==> src/rtl/id_ex_operand_stage.sv <==
// ID/EX pipeline register with MEM/WB operand forwarding, load-use hazard
// detection with bubble insertion, and a saturating hazard-stall counter.
module id_ex_operand_stage #(
   parameter int W  = 31,
   parameter int CW = 31
) (
   input  logic          clk,
   input  logic          nrst,
   input  logic          flush,
   // decode side
   input  logic          id_valid,
   output logic          id_ready,
   input  logic [4:0]    id_radd1,
   input  logic [4:0]    id_radd2,
   input  logic [W:0]    id_rs1_val,
   input  logic [W:0]    id_rs2_val,
   input  logic          id_use_rs1,
   input  logic          id_use_rs2,
   input  logic [4:0]    id_rd,
   input  logic          id_rd_wen,
   input  logic          id_is_load,
   input  logic [W:0]    id_pc,
   // MEM stage
   input  logic [4:0]    mem_rd,
   input  logic          mem_rd_wen,
   input  logic          mem_is_load,
   input  logic [W:0]    mem_data,
   // WB stage (same port as the regfile write)
   input  logic          wb_wen,
   input  logic [4:0]    wb_add,
   input  logic [W:0]    wb_data,
   // execute side
   input  logic          ex_ready,
   output logic          ex_valid,
   output logic [W:0]    ex_op1,
   output logic [W:0]    ex_op2,
   output logic [4:0]    ex_rd,
   output logic          ex_rd_wen,
   output logic          ex_is_load,
   output logic [W:0]    ex_pc,
   output logic [CW:0]   stall_cnt
);

   // x0 is hardwired to zero, so it never forwards and never stalls.
   function automatic logic src_match(input logic       use_src,
                                      input logic [4:0] radd,
                                      input logic       wen,
                                      input logic [4:0] rd);
      return use_src && (radd != 5'd0) && wen && (radd == rd);
   endfunction

   logic          rs1_mem_match, rs2_mem_match;
   logic          rs1_wb_match,  rs2_wb_match;
   logic          rs1_ex_match,  rs2_ex_match;
   logic          ex_load_pending;
   logic          hazard;
   logic          advance;
   logic          accept;
   logic [W:0]    fwd_op1, fwd_op2;

   assign rs1_mem_match = src_match(id_use_rs1, id_radd1, mem_rd_wen, mem_rd);
   assign rs2_mem_match = src_match(id_use_rs2, id_radd2, mem_rd_wen, mem_rd);
   assign rs1_wb_match  = src_match(id_use_rs1, id_radd1, wb_wen, wb_add);
   assign rs2_wb_match  = src_match(id_use_rs2, id_radd2, wb_wen, wb_add);

   // A load in our own output register has no data until it leaves MEM.
   assign ex_load_pending = ex_valid && ex_is_load && ex_rd_wen;
   assign rs1_ex_match    = src_match(id_use_rs1, id_radd1, ex_load_pending, ex_rd);
   assign rs2_ex_match    = src_match(id_use_rs2, id_radd2, ex_load_pending, ex_rd);

   assign hazard = id_valid &&
                   (rs1_ex_match || rs2_ex_match ||
                    (mem_is_load && (rs1_mem_match || rs2_mem_match)));

   assign advance  = ex_ready || !ex_valid;
   assign id_ready = advance && !hazard && !flush;
   assign accept   = id_valid && id_ready;

   // NOTE: every always_comb output gets a default first so no path can infer a latch.
   always_comb begin
      fwd_op1 = id_rs1_val;
      fwd_op2 = id_rs2_val;
      if (rs1_mem_match && !mem_is_load) fwd_op1 = mem_data;
      else if (rs1_wb_match)             fwd_op1 = wb_data;
      if (rs2_mem_match && !mem_is_load) fwd_op2 = mem_data;
      else if (rs2_wb_match)             fwd_op2 = wb_data;
   end

   // NOTE: sequential state uses non-blocking assignments so every flop samples pre-edge values.
   always_ff @(posedge clk or negedge nrst) begin
      if (!nrst) begin
         ex_valid   <= 1'b0;
         ex_op1     <= '0;
         ex_op2     <= '0;
         ex_rd      <= '0;
         ex_rd_wen  <= 1'b0;
         ex_is_load <= 1'b0;
         ex_pc      <= '0;
      end else if (flush) begin
         ex_valid <= 1'b0;
      end else if (accept) begin
         ex_valid   <= 1'b1;
         ex_op1     <= fwd_op1;
         ex_op2     <= fwd_op2;
         ex_rd      <= id_rd;
         ex_rd_wen  <= id_rd_wen;
         ex_is_load <= id_is_load;
         ex_pc      <= id_pc;
      end else if (advance) begin
         ex_valid <= 1'b0;
      end
   end

   always_ff @(posedge clk or negedge nrst) begin
      if (!nrst)
         stall_cnt <= '0;
      else if (hazard && !flush && (stall_cnt != '1))
         stall_cnt <= stall_cnt + {{CW{1'b0}}, 1'b1};
   end

endmodule
==> config.mk <==
export PLATFORM = sky130hd
export DESIGN_NAME = id_ex_operand_stage
export DESIGN_NICKNAME = d
export VERILOG_FILES = /design/src/rtl/id_ex_operand_stage.sv
export SDC_FILE = /design/constraint.sdc
export NUM_CORES = 1
export LEC_CHECK = 0
export CORE_UTILIZATION = 46
export DETAILED_ROUTE_END_ITERATION = 12
export PLACE_DENSITY = 0.92
export SYNTH_ARGS = -nofsm -noshare
export SYNTH_HDL_FRONTEND = slang
export SYNTH_SLANG_ARGS = --single-unit
==> constraint.sdc <==
create_clock -name clk -period 3.9 [get_ports clk]
set_input_delay 0.39 -clock clk [delete_from_list [all_inputs] [get_ports clk]]
set_output_delay 0.39 -clock clk [all_outputs]
set_load 0.005 [all_outputs]
==> impl_summary.log <==
INFO  metric outcome = completed
INFO  metric grt_util_all_layers = 30.8%
INFO  metric critPathTopFamily = simple AND/OR/NAND/NOR gates
INFO  metric mostFrequentLayoutCell = sky130_fd_sc_hd__clkdlybuf4s50_1
INFO  metric io_buffers = ~330
INFO  metric max-vdd-ir-drop = about 0.28 mV
INFO  metric crit_path_start_kind = input port
INFO  metric seq_area_frac_synth = ~46%
INFO  metric worst_path_most_repeated_cell = sky130_fd_sc_hd__clkdlybuf4s50_1
INFO  metric n_fill_cell = approximately 1,100
INFO  metric vias = slightly above 7,000
INFO  metric finish.instance_area = about 11,000 µm²
INFO  metric critical-path-slowest-cell = sky130_fd_sc_hd__or4_1
INFO  metric placementRows = 45
INFO  metric timing.critical_path.arrival = roughly 2900 ps
INFO  metric ctsHoldBuffers = 0
INFO  metric hpwlAfterDp = between 15 and 20 mm
INFO  metric postSynthRegisterBits = 136
INFO  metric detail_route.wl_per_cell = 20.4 µm
INFO  metric multi_input_area = 3750 µm²
INFO  metric clock.fmax = about 300 MHz
INFO  metric cts_root_buffer = sky130_fd_sc_hd__clkbuf_16
INFO  metric crit_reg_reg_endpoint = stall_cnt[13]
INFO  metric clock_skew = 9.74 ps
INFO  metric cpPeakStageDelay = between 500 and 600 ps
INFO  metric register_area = about 3400 µm²
INFO  metric die-area = 16,600 µm²
INFO  metric post-cts-setup-buffers = 0
INFO  metric mappedNetlistArea = approximately 7400 µm²
INFO  metric synth_cells = approximately 700
INFO  metric synth.avg_cell_area = ~11 µm²
INFO  metric grt_antenna_before_repair = 0
INFO  metric yosysWarningCount = 0
INFO  metric tritoncts = done
INFO  metric critPathBufInv = 2
INFO  metric yosysUniqueCellTypes = 31
INFO  metric worstSetupPathType = input port to output port
INFO  metric highest_count_cells_in_the_layout_ignoring_fill_and_taps = 331 x sky130_fd_sc_hd__clkdlybuf4s50_1, 136 x sky130_fd_sc_hd__dfrtp_1, 83 x sky130_fd_sc_hd__nand3_1
INFO  metric synthesis.nets = approximately 900
INFO  metric area_fraction_of_the_dominant_cell_type_after_synthesis = a little under half
INFO  metric initialDrtViolationCount = approximately 470
INFO  metric setup.worst_path.end_class = output port
INFO  metric reg2reg_from = stall_cnt[0]
INFO  metric antennaDiodeCount = 0
INFO  metric placeableCoreArea = between 15,000 and 20,000 µm²
INFO  metric clock_latency = ~420 ps
INFO  metric tritoncts_num_sinks = around 140
INFO  metric worstPathCellList = clkdlybuf4s50_1, or4_1, o21ai_2, nor4_1, nor2_1, nand2_2, a21oi_1, clkdlybuf4s50_1
INFO  metric detailedRoute.firstPassIterationCount = 5
INFO  metric dpl.cell_count = ~1,200
INFO  metric place_congestion = between 0.8 and 0.9
INFO  metric final_antenna_net_count = 0
INFO  metric maxCapViolCount = 0
INFO  metric floorplan.die.width = between 100 and 150 µm
INFO  metric timing_hold_violations_final = 0
INFO  metric die_h = 129 µm
INFO  metric cts_max_level = 4
INFO  metric tns = 0 ps
INFO  metric final_cells = roughly 1,200
INFO  metric layout_worst_path_cycle_share = between 80% and 90%
INFO  metric flow.area_growth_from_synthesis = 55.1%
INFO  metric setup_violations = 0
INFO  metric drcViolationCount = 0
INFO  metric pin_count_of_the_biggest_net_entering_global_routing = 98
INFO  metric reg2reg_slack = 740 ps
INFO  metric clock_tree.buffer_depth = 2
INFO  metric clkTransAtPathRegs = 60 ps
INFO  metric worstPathRequired = 3510 ps
INFO  metric period_needed = approximately 3300 ps
INFO  metric min_path_type = input port to async pin
INFO  metric place_area = between 10,000 and 15,000 µm²
INFO  metric total_clock_buffers_created_by_cts = 17
INFO  metric final-max-slew-violation-count = 0
INFO  metric nets = about 1,200
INFO  metric biggest_area_consumer_among_synthesized_cells = sky130_fd_sc_hd__dfrtp_1
INFO  metric top_level_ports = about 330
INFO  metric r2r_cells = 8
INFO  metric maxSlewHeadroom = roughly a quarter
INFO  metric grt_setup_unrepaired = false
INFO  metric synth_top_cells_by_area = sky130_fd_sc_hd__dfrtp_1 46%, sky130_fd_sc_hd__mux2_4 14%, sky130_fd_sc_hd__xnor2_1 6.3%, sky130_fd_sc_hd__nand3_1 5.6%, sky130_fd_sc_hd__a31oi_1 5.4%
INFO  metric grt_pass1_wl = ~38 mm
INFO  metric post_cts_resized = 0
INFO  metric routed_wl = 25.4 mm
INFO  metric routed_via_density = 5.65
INFO  metric grt_pass1_vias = 7,073
INFO  metric path_max_fanout = 6
INFO  metric layout-drive-gt1-share = 15.7%
INFO  metric p_leak = approximately 5.0 nW
INFO  metric worst_pin_slew = ~1100 ps
INFO  metric initial_core_util = about 48%
INFO  metric power.density_cell_area = around 390 nW/µm²
INFO  metric grt.overflow.total = 0
## flip-flops by register name (all words and copies together) (netlist names)
signal and count:
ex_pc 32, ex_op2 32, ex_rd 5, stall_cnt 32, ex_is_load 1, ex_op1 32, ex_rd_wen 1, ex_valid 1
## kinds of logic after synthesis
kind of cell,after synthesis,share of synthesized area (%)
AO/OA/AOI/OAI,73,6.35
AND/OR/NAND/NOR,278,17.3
multiplexers,104,19.4
flip-flops,136,46.1
buffers and inverters,50,3.39
XOR/XNOR,61,7.24
adder cells (fa/ha/maj),1,0.169
## synthesized netlist by cell type
library cell,n
sky130_fd_sc_hd__or4_1,2
sky130_fd_sc_hd__a311o_1,1
sky130_fd_sc_hd__a2111oi_0,1
sky130_fd_sc_hd__a21oi_1,3
sky130_fd_sc_hd__ha_1,1
sky130_fd_sc_hd__xor2_1,8
sky130_fd_sc_hd__nor3b_1,1
sky130_fd_sc_hd__nand4_1,16
sky130_fd_sc_hd__mux2_4,70
sky130_fd_sc_hd__nor4_1,2
sky130_fd_sc_hd__xnor2_1,53
sky130_fd_sc_hd__nand3_1,83
sky130_fd_sc_hd__and2_1,1
sky130_fd_sc_hd__o2111ai_1,1
sky130_fd_sc_hd__nor2_1,68
sky130_fd_sc_hd__and3_1,17
sky130_fd_sc_hd__nand2_2,1
sky130_fd_sc_hd__mux2_2,34
sky130_fd_sc_hd__buf_1,5
sky130_fd_sc_hd__nor3_1,5
sky130_fd_sc_hd__nand2_1,75
sky130_fd_sc_hd__o21ai_2,3
sky130_fd_sc_hd__buf_2,2
sky130_fd_sc_hd__dfrtp_1,136
sky130_fd_sc_hd__nand2b_1,4
sky130_fd_sc_hd__a31oi_1,64
sky130_fd_sc_hd__and4_1,2
sky130_fd_sc_hd__buf_6,8
sky130_fd_sc_hd__clkbuf_1,34
sky130_fd_sc_hd__or3_1,1
sky130_fd_sc_hd__inv_1,1
## cell type report
class,count,share of cell area [%]
well taps,211,2.30
repair buffers,350,30.4
multi-input cells,517,32.8
inverters,1,0.0328
clock inverters,11,0.874
flip-flops and latches,136,29.7
clock buffers,20,3.90
## per-layer routing
metal | GRT usage, % | up-vias | share of wire [%]
met1 | 34.9 | 3404 | 37
met3 | 9.02 | 94 | 8.9
li1 | - | 3136 | -
met2 | 52.3 | 404 | 50
met5 | 0 | - | 0
met4 | 17.3 | 0 | 4.5
## through the flow
stage / power [mW] / setup slack [ps] / utilization (%) / hold WS (ps)
global placement: 2.88 / 634 / 70.7 / 475
detailed placement: 2.93 / 534 / 70.7 / 483
floorplan: 2.16 / 1240 / - / 94.4
finish: 4.43 / 615 / 74.2 / 64.8
global route: 4.60 / 486 / 74.2 / 150
CTS: 4.45 / 608 / 74.2 / 112
## worst max-delay path by stage
stage,cells after the start,end,start
6_report,8,id_ready,id_radd1[1]
5_1_grt,8,id_ready,id_radd2[1]
4_1_cts,8,id_ready,id_radd1[1]
3_5_place_dp,9,ex_pc[15],id_radd2[1]
3_3_place_gp,9,ex_op1[1],id_radd1[1]
2_1_floorplan,10,stall_cnt[25],stall_cnt[0]
## report_power, final
| part | switching, mW | internal (mW) | leakage [nW] | total (mW) |
|---|---|---|---|---|
| sequential | 0.138 | 1.61 | 1.67 | 1.75 |
| clock | 0.625 | 0.891 | 0.266 | 1.52 |
| combinational | 0.374 | 0.795 | 3.02 | 1.17 |
| total | 1.14 | 3.30 | 4.96 | 4.43 |
Note: power is estimated with default switching activity, not from simulation.
